===== src/rtl/recv_ctrl_pkg.sv =====
// rtl/recv_ctrl_pkg.sv - state encoding and frame defaults for the RECV frame sequencer
package recv_ctrl_pkg;

  typedef enum logic [2:0] {
    S_IDLE  = 3'd0,
    S_FLUSH = 3'd1,
    S_FEED  = 3'd2,
    S_DRAIN = 3'd3,
    S_DONE  = 3'd4,
    S_ERR   = 3'd5
  } state_e;

  localparam int DEF_FRAME_LEN    = 8860;
  localparam int DEF_PAYLOAD_BITS = 4320;
  localparam int DEF_SIGNAL_BITS  = 24;

  function automatic int max_int(input int a, input int b);
    return (a > b) ? a : b;
  endfunction

endpackage


===== src/rtl/recv_bit_counter.sv =====
// rtl/recv_bit_counter.sv - saturating bit counter with synchronous clear
module recv_bit_counter #(
  parameter int W     = 13,
  parameter int LIMIT = 4320
) (
  input  logic         clk_i,
  input  logic         rst_ni,
  input  logic         clr_i,
  input  logic         inc_i,
  output logic [W-1:0] cnt_o
);

  logic [W-1:0] cnt_q, cnt_d;

  // Clear has priority so a FLUSH cycle always starts the frame from zero.
  always_comb begin
    cnt_d = cnt_q;
    if (clr_i) begin
      cnt_d = '0;
    end else if (inc_i && (cnt_q < W'(LIMIT))) begin
      cnt_d = cnt_q + W'(1);
    end
  end

  always_ff @(posedge clk_i or negedge rst_ni) begin
    if (!rst_ni) begin
      cnt_q <= '0;
    end else begin
      cnt_q <= cnt_d;
    end
  end

  assign cnt_o = cnt_q;

endmodule


===== src/rtl/recv_frame_ctrl.sv =====
// rtl/recv_frame_ctrl.sv - per-frame reset/feed/count sequencer in front of RECV
module recv_frame_ctrl
  import recv_ctrl_pkg::*;
#(
  parameter int DW           = 12,
  parameter int FRAME_LEN    = DEF_FRAME_LEN,
  parameter int PAYLOAD_BITS = DEF_PAYLOAD_BITS,
  parameter int SIGNAL_BITS  = DEF_SIGNAL_BITS,
  parameter int RST_CYC      = 8,
  parameter int TIMEOUT      = 500000
) (
  input  logic          clk,
  input  logic          rst,
  input  logic          start,
  output logic          busy,
  input  logic [DW-1:0] in_re,
  input  logic [DW-1:0] in_im,
  input  logic          in_vld,
  output logic          in_rdy,
  output logic          recv_rst,
  output logic [DW-1:0] recv_di_re,
  output logic [DW-1:0] recv_di_im,
  input  logic          recv_sig_vld,
  input  logic          recv_pay_vld,
  output logic          pay_take,
  output logic [4:0]    sig_cnt,
  output logic [12:0]   pay_cnt,
  output logic [15:0]   frame_cnt,
  output logic          frame_done,
  output logic          frame_err,
  output logic          underrun
);

  localparam int CMAX = max_int(max_int(RST_CYC, FRAME_LEN), TIMEOUT);
  localparam int CW   = $clog2(CMAX + 1);

  state_e          state_q, state_d;
  logic [CW-1:0]   cyc_q, cyc_d;
  logic [DW-1:0]   di_re_q, di_re_d, di_im_q, di_im_d;
  logic            underrun_q, underrun_d;
  logic [15:0]     frame_cnt_q;
  logic            count_en, flush, pay_done;

  assign flush    = (state_q == S_FLUSH);
  assign count_en = (state_q == S_FEED) || (state_q == S_DRAIN);
  assign pay_done = (pay_cnt == 13'(PAYLOAD_BITS));

  // One cycle counter serves FLUSH length, FEED slot index and DRAIN timeout;
  // it restarts at zero on every state change.
  always_comb begin
    state_d = state_q;
    cyc_d   = cyc_q + CW'(1);
    unique case (state_q)
      S_IDLE: begin
        cyc_d = '0;
        if (start) state_d = S_FLUSH;
      end
      S_FLUSH: begin
        if (cyc_q == CW'(RST_CYC - 1)) begin
          state_d = S_FEED;
          cyc_d   = '0;
        end
      end
      S_FEED: begin
        if (cyc_q == CW'(FRAME_LEN - 1)) begin
          state_d = S_DRAIN;
          cyc_d   = '0;
        end
      end
      S_DRAIN: begin
        if (pay_done) begin
          state_d = S_DONE;
          cyc_d   = '0;
        end else if (cyc_q == CW'(TIMEOUT - 1)) begin
          state_d = S_ERR;
          cyc_d   = '0;
        end
      end
      S_DONE, S_ERR: begin
        cyc_d   = '0;
        state_d = start ? S_FLUSH : S_IDLE;
      end
      default: begin
        cyc_d   = '0;
        state_d = S_IDLE;
      end
    endcase
  end

  always_comb begin
    di_re_d    = '0;
    di_im_d    = '0;
    underrun_d = underrun_q;
    if (flush) begin
      underrun_d = 1'b0;
    end else if (state_q == S_FEED) begin
      if (in_vld) begin
        di_re_d = in_re;
        di_im_d = in_im;
      end else begin
        underrun_d = 1'b1;
      end
    end
  end

  always_ff @(posedge clk or negedge rst) begin
    if (!rst) begin
      state_q     <= S_IDLE;
      cyc_q       <= '0;
      di_re_q     <= '0;
      di_im_q     <= '0;
      underrun_q  <= 1'b0;
      frame_cnt_q <= '0;
    end else begin
      state_q     <= state_d;
      cyc_q       <= cyc_d;
      di_re_q     <= di_re_d;
      di_im_q     <= di_im_d;
      underrun_q  <= underrun_d;
      if (state_q == S_DONE) frame_cnt_q <= frame_cnt_q + 16'd1;
    end
  end

  recv_bit_counter #(.W(5), .LIMIT(SIGNAL_BITS)) u_sig_cnt (
    .clk_i  (clk),
    .rst_ni (rst),
    .clr_i  (flush),
    .inc_i  (count_en & recv_sig_vld),
    .cnt_o  (sig_cnt)
  );

  recv_bit_counter #(.W(13), .LIMIT(PAYLOAD_BITS)) u_pay_cnt (
    .clk_i  (clk),
    .rst_ni (rst),
    .clr_i  (flush),
    .inc_i  (count_en & recv_pay_vld),
    .cnt_o  (pay_cnt)
  );

  always_comb begin
    busy       = (state_q != S_IDLE);
    in_rdy     = (state_q == S_FEED);
    recv_rst   = (state_q == S_IDLE) || flush;
    frame_done = (state_q == S_DONE);
    frame_err  = (state_q == S_ERR);
    pay_take   = count_en & recv_pay_vld & (pay_cnt < 13'(PAYLOAD_BITS));
    recv_di_re = di_re_q;
    recv_di_im = di_im_q;
    underrun   = underrun_q;
    frame_cnt  = frame_cnt_q;
  end

endmodule


===== config.mk =====
export PLATFORM = sky130hd
export DESIGN_NAME = recv_frame_ctrl
export DESIGN_NICKNAME = d
export VERILOG_FILES = /design/src/rtl/recv_ctrl_pkg.sv /design/src/rtl/recv_bit_counter.sv /design/src/rtl/recv_frame_ctrl.sv
export SDC_FILE = /design/constraint.sdc
export NUM_CORES = 1
export LEC_CHECK = 0
export ABC_AREA = 1
export CAP_MARGIN = 20
export CORE_UTILIZATION = 55
export CTS_CLUSTER_SIZE = 8
export DETAILED_ROUTE_END_ITERATION = 7
export DONT_BUFFER_PORTS = 1
export PLACE_DENSITY = 0.78
export SLEW_MARGIN = 25
export SYNTH_ARGS = -nofsm -noshare
export SYNTH_HDL_FRONTEND = slang
export SYNTH_SLANG_ARGS = --single-unit

===== constraint.sdc =====
create_clock -name clk -period 1.53 [get_ports clk]
set_clock_uncertainty 0.05 [all_clocks]
set_input_delay 0.153 -clock clk [delete_from_list [all_inputs] [get_ports clk]]
set_output_delay 0.153 -clock clk [all_outputs]
set_load 0.02 [all_outputs]

==> impl_results.md, run 1 <==
* Worst hold path type: input pin to asynchronous set/reset pin
* Initial DRC Count at about 290
* DRC Markers at 0
* Worst-path cell chain: inv_2 -> ha_4 -> nand3_2 -> nor2_2 -> nand2_1 -> nand2_2 -> nor2_4 -> nor2_4 -> buf_12 -> a21oi_1
* Die Ht at 90.4 µm
* EDFF count, synth at 0
* Fillcell total at ~400
* Vias in the first global route at ~4100
* Post-Syn Instances at roughly 530
* CP max FO at 12
* Leading area contributor after synthesis: dfrtp_1
* H-tree Lvls at 3
* Fmax at 587 MHz
* Initial antenna violation count at 0
* Mapped Area at between 4000 and 5000 µm²
* Fraction of registers with async set/reset at 100%
* Crit path required time at 1.73 ns
* R2R Path End: cyc_q[11]$_DFF_PN0_
* Initial Utilization at roughly 58%
* Cell mode on critical path: nor2_4
* Post-Route Setup TNS at -4.21 ns
* Arr. time, crit path at 1.90 ns
* Post-place setup slack at -0.0927 ns
* Root buffer cell: clkbuf_8
* Area Growth Syn to Fin at 39.1%
* Detailed Route WL at approximately 14 mm
* Cell Rows at 31
* Status: complete, but fails checks
* Main synth FF type: dfrtp_1
* First-pass GRT wire length at 19.5 mm
* Via density at 5.69
* Full die area at 8160 µm²
* Critical path endpoint category: register
* Largest net degree at the start of global routing at 82
* Clock transition at path regs at 0.10 ns
* PnR worst setup slack at -0.173 ns
* Setup Viol. Count Final at 40
* Cell variety after synth at 37
* Drt first pass iters at 5
* Fin. Hold Viols at 81
* Tot Pwr at 7.89 mW
* Routability cong. at slightly below 0.9
* Slowest CP cell: dfrtp_2
* Area contributors post-synth: dfrtp_1 (47%), nand2_1 (11%), nor2_1 (7.4%)
* Mean Syn Cell Area at 8.07 µm²
* Worst r2r src: u_pay_cnt.cnt_o[0]$_DFFE_PN0P_
* CTS buffer count at 9
* Later-pin clock latency in the skew report at roughly 0.37 ns
* Routed Antenna Nets at 0
* Diode count at 0
* I/O Pins at 95
* Finished Cell Area at roughly 6000 µm²
* Failing checks: hold timing, setup timing
* Yosys warning count at 0
* IO buf count at 0
* Tmin final at between 1.5 and 2 ns
* Kind of critical path: register to register
* Slew HR at 43.1%
* Worst VDD drop at roughly 1 mV
* GRT Total Usage at a little under a third
* Layout cells sized above 1 at 36.0%
* Syn_nets at roughly 570
* GRT Residual Overflow at 0
* RSZ-0062 raised after global routing: yes
* Number of synthesized register bits at a little over 80
* Worst setup SP type: register
* Fin nets at 691
* Synth top cells by count: nand2_1 (128), nor2_1 (85), dfrtp_1 (81), inv_1 (57), nand3_1 (32)
* CP peak stage delay at approximately 0.46 ns
* Max Cap Viol at 0
* Top cell type's share of synthesized area at 47.2%
* # clock sinks at between 80 and 90
* Slew of the pin with the lowest slew margin at 0.851 ns
* Tcrit/Tclk final at 111%
* R2R Setup Slk at -0.17 ns
* Clock Path Buffers at 2
* DR vias at about 4300
* HPWL Detailed at 7.01 mm
* DIE WIDTH at roughly 90 µm
* Routed WL per cell at between 15 and 20 µm
* Leakage power at 2.86 nW
* Power Density at 1320 nW/µm²
* Final Slew Violations at 0
* Most frequent cell after synthesis: nand2_1
* CTS tree: yes
* Post-placement cell area at 4910 µm²
* Reg2reg path depth at 10
* Register area share after synthesis at 47.2%
* Core area at around 7400 µm²
* Min Hold Slack at -0.584 ns
* Hold buffer count at cts at 25
==> power by group <==
part	switching (mW)	internal, mW	total [mW]
Combinational	2.08	1.57	3.65
Sequential	0.324	2.37	2.69
Clock	0.891	0.657	1.55
Total	3.29	4.60	7.89
==> state kept, by name (all words and copies together) (netlist names) <==
signal / count
state_q: 3
cyc_q: 19
u_pay_cnt.cnt_o: 13
frame_cnt: 16
u_sig_cnt.cnt_o: 5
underrun: 1
recv_di_im: 12
recv_di_re: 12
==> per-stage QoR <==
stage | util [%] | cells
floorplan | - | 532
global placement | 66.3 | 688
global route | 80.6 | 760
finish | 80.6 | 760
detailed placement | 66.3 | 688
CTS | 75.8 | 748
==> routing by layer <==
metal | track usage [%] | vias up | part of all wire, % | wire (µm)
met5 | 0 | - | 0 | 0
met4 | 14.2 | 0 | 4.5 | 628
met3 | 6.73 | 72 | 7.9 | 1110
met2 | 54.1 | 282 | 51 | 7170
met1 | 35.1 | 2045 | 37 | 5160
li1 | - | 1928 | - | -
==> logic make-up after synthesis <==
family	Yosys count	share of synthesized area (%)
buf+inv	73	7.37
fa+ha+maj	5	1.46
compound gates	47	7.28
xor+xnor	27	5.51
simple gates	299	31.2
flops	81	47.2
==> worst max path at each step <==
| stage | end | startpoint |
|---|---|---|
| 5_1_grt | cyc_q[11]$_DFF_PN0_ | u_pay_cnt.cnt_o[1]$_DFFE_PN0P_ |
| 6_report | cyc_q[11]$_DFF_PN0_ | u_pay_cnt.cnt_o[0]$_DFFE_PN0P_ |
| 4_1_cts | pay_take | state_q[1]$_DFFE_PN0P_ |
| 3_5_place_dp | cyc_q[2]$_DFF_PN0_ | cyc_q[1]$_DFF_PN0_ |
| 2_1_floorplan | cyc_q[7]$_DFF_PN0_ | u_pay_cnt.cnt_o[0]$_DFFE_PN0P_ |
| 3_3_place_gp | cyc_q[1]$_DFF_PN0_ | cyc_q[1]$_DFF_PN0_ |
==> layout by cell type, fill, tap and decap left out, drive strengths merged, types with 2 or more instances in the layout <==
| cell | synthesis | routed |
|---|---|---|
| ha | 5 | 5 |
| or2 | 2 | 2 |
| dfrtp | 81 | 81 |
| clkbuf | 4 | 10 |
| nand3b | 2 | 2 |
| nand2 | 135 | 136 |
| xnor2 | 5 | 5 |
| buf | 7 | 98 |
| inv | 62 | 64 |
| nand3 | 33 | 33 |
| a21oi | 23 | 23 |
| nor2 | 99 | 99 |
| xor2 | 22 | 22 |
| dlygate4sd3 | 0 | 25 |
| and2 | 2 | 2 |
| clkinv | 0 | 3 |
| o21ai | 20 | 20 |
| nor3 | 12 | 12 |
| nand4 | 13 | 13 |
==> layout make-up <==
| class | instances | area [µm²] | area share, % |
|---|---|---|---|
| clock inverter | 6 | 50.0 | 0.838 |
| sequential | 81 | 2040 | 34.2 |
| multi-input combinational | 379 | 2290 | 38.3 |
| tap | 99 | 124 | 2.07 |
| clock buffer | 10 | 138 | 2.30 |
| timing repair buffer | 123 | 1090 | 18.3 |
| inverter | 62 | 240 | 4.02 |
==> timing repair <==
| item | 4_1_cts | 5_1_grt |
|---|---|---|
| buffers inserted | 19 | 12 |
| cloned | 1 | 1 |
| setup endpoints to repair | 28 | 65 |
| endpoints found under the hold margin | 106 | 81 |
| pin swaps | 12 | 21 |
| gates resized for setup | 34 | 84 |
==> worst max-delay path: cells and delay by family, from the launching register on <==
kind	cells	cell delay, ns
adders and majority gates	1	0.13
AOI/OAI and AO/OA	1	0.07
DFF	1	0.46
buffers and inverters	2	0.27
and+or+nand+nor	6	0.57
Power figures use the tool's default switching activity.
==> run 2: changes to the inputs <==
--- a/config.mk
+++ b/config.mk
@@ -12,6 +12,7 @@
 export DETAILED_ROUTE_END_ITERATION = 7
 export DONT_BUFFER_PORTS = 1
 export PLACE_DENSITY = 0.78
+export SETUP_SLACK_MARGIN = 0.15
 export SLEW_MARGIN = 25
 export SYNTH_ARGS = -nofsm -noshare
 export SYNTH_HDL_FRONTEND = slang
==> impl_results.md, run 2 (synthesized netlist as in run 1, its figures left out) <==
* Clock power frac at a little over a fifth
* I/O Pins at between 90 and 100
* Worst r2r src: cyc_q[1]$_DFF_PN0_
* Most frequent cells in the layout: nand2_1 (99), buf_4 (73), dfrtp_1 (57)
* Routability cong. at about 0.9
* Worst VDD drop at between 1 and 1.5 mV
* Failing checks: DRC, hold timing, setup timing
* CTS tree: yes
* GRT Total Usage at a little under two fifths
* Kind of critical path: register to register
* CTS buffer count at 9
* Area of the multi-input gates at ~2600 µm²
* Initial Utilization at around 58%
* Hold buffer count at cts at 27
* Power Density at approximately 1400 nW/µm²
* GRT Residual Overflow at 0
* Critical path endpoint category: register
* Largest net degree at the start of global routing at around 80
* Fillcell total at 273
* Die Ht at around 90 µm
* Fin nets at roughly 700
* Full die area at 8160 µm²
* Cell Rows at 31
* R2R Setup Slk at -0.71 ns
* Clock transition at path regs at between 0.1 and 0.15 ns
* Final Slew Violations at 0
* Most flops, register: cyc_q
* R2R Path End: cyc_q[1]$_DFF_PN0_
* Commonest non-fill, non-tap cell in the layout: nand2_1
* Root buffer cell: clkbuf_8
* Post-placement cell area at about 4900 µm²
* Core area at ~7400 µm²
* Fin. Hold Viols at 81
* Max reg flops at 19
* Seq. cell area at around 2100 µm²
* Routed Antenna Nets at 0
* Sw power at ~4.0 mW
* Slowest CP cell: dfrtp_1
* Setup Viol. Count Final at slightly below 80
* Area Growth Syn to Fin at 51.2%
* Tcrit/Tclk final at 146%
* Initial DRC Count at around 900
* Max Cap Viol at 0
* Drt first pass iters at 8
* HPWL Detailed at 7.22 mm
* Cell mode on critical path: nor2_4
* DRC Markers at 65
* Arr. time, crit path at between 2 and 2.5 ns
* Status: complete, but fails checks
* Crit path required time at roughly 1.8 ns
* Vias in the first global route at between 4000 and 5000
* IO buf count at 0
* DIE WIDTH at 90.4 µm
* Reg2reg path depth at 9
* Internal at 4.97 mW
* Sw Ratio at 44.4%
* Min Hold Slack at -0.623 ns
* Layout cells sized above 1 at 48.1%
* Slew HR at a little under two fifths
* Post-Route Setup TNS at -21.16 ns
* Diode count at 0
* Worst setup SP type: register
* CP peak stage delay at 0.46 ns
* Worst-path cell chain: ha_4 -> nand2_4 -> nor2_4 -> inv_2 -> nor2_4 -> nand3_2 -> nand2_2 -> nand3_4 -> and2_4
* # clock sinks at slightly above 80
* DR vias at 5384
* Tmin final at approximately 2.2 ns
* Initial antenna violation count at 1
* First-pass GRT wire length at between 20 and 25 mm
* Worst hold path type: input pin to asynchronous set/reset pin
* Leakage power at 3.01 nW
* H-tree Lvls at 3
* Slew of the pin with the lowest slew margin at 0.939 ns
* Tot Pwr at 8.94 mW
* Routed WL per cell at ~28 µm
* Finished Cell Area at around 6500 µm²
* RSZ-0062 raised after global routing: yes
* Comb pwr share at a little under half
* Via density at 7.02
* Clock Path Buffers at 2
* Fmax at between 400 and 500 MHz
* Sequential share of power at between 30% and 40%
* Detailed Route WL at 21.3 mm
* PnR worst setup slack at -0.710 ns
* CP max FO at 7
* Later-pin clock latency in the skew report at about 0.40 ns
[run 2: cell count changes in the layout (fill, tap and decap cells not counted), moves of 8 or more]
cell,delta
nor2_2,+13
nand2_2,+11
nand3_1,-8
buf_6,+10
dfrtp_2,+13
nor2_1,-32
nand2_1,-12
dfrtp_1,-13
nor2_4,+19
[run 2: stage by stage]
| stage | std cells | util [%] | setup WS, ns |
|---|---|---|---|
| 2_1_floorplan | 532 | - | -0.00349 |
| 3_3_place_gp | 684 | 66.3 | -0.0325 |
| 3_5_place_dp | 684 | 66.3 | -0.0672 |
| 4_1_cts | 758 | 79.4 | -0.196 |
| 5_1_grt | 767 | 87.6 | -1.08 |
| 6_report | 767 | 87.6 | -0.710 |
[run 2: worst max path at each step]
stage	from	endpoint	slack, ns
3_5_place_dp	cyc_q[1]$_DFF_PN0_	cyc_q[8]$_DFF_PN0_	-0.07
3_3_place_gp	cyc_q[1]$_DFF_PN0_	cyc_q[4]$_DFF_PN0_	-0.03
5_1_grt	cyc_q[14]$_DFF_PN0_	state_q[2]$_DFFE_PN0P_	-1.08
2_1_floorplan	u_pay_cnt.cnt_o[0]$_DFFE_PN0P_	cyc_q[7]$_DFF_PN0_	-0.003
4_1_cts	state_q[1]$_DFFE_PN0P_	pay_take	-0.20
6_report	cyc_q[1]$_DFF_PN0_	cyc_q[1]$_DFF_PN0_	-0.71
[run 2: power groups by stage]
stage	Sequential [mW]	Combinational [mW]	Clock (mW)
floorplan	2.78	1.41	0
global placement	2.68	2.17	0
detailed placement	2.70	2.24	0
CTS	2.66	3.08	1.69
global route	2.76	4.41	1.91
finish	2.78	4.30	1.87
[run 2: layout make-up]
type / count / share of cell area [%]
inverters: 62 / 3.89
multi-input cells: 378 / 40.0
clock inverters: 6 / 1.12
flip-flops and latches: 81 / 31.7
well taps: 99 / 1.91
clock buffers: 10 / 2.12
repair buffers: 131 / 19.3
[run 2: critical path: cells and delay by family (launching register included)]
family | cells | cell delay [ns]
buffers and inverters | 1 | 0.08
AND/OR/NAND/NOR | 7 | 1.32
flip-flops | 1 | 0.46
adder cells (fa/ha/maj) | 1 | 0.21
[run 2: what timing repair did]
action	CTS	global route
endpoints found under the setup margin	47	84
endpoints found under the hold margin	108	81
cloned	0	2
pin swaps	43	43
resized for setup	72	161
setup buffers	31	7
[run 2: layer usage]
| layer | up-vias | part of all wire (%) | global-route usage, % |
|---|---|---|---|
| met3 | 334 | 14 | 12.0 |
| li1 | 1935 | - | - |
| met4 | 0 | 13 | 22.8 |
| met1 | 2437 | 30 | 39.1 |
| met2 | 678 | 43 | 65.3 |
| met5 | - | 0 | 0 |
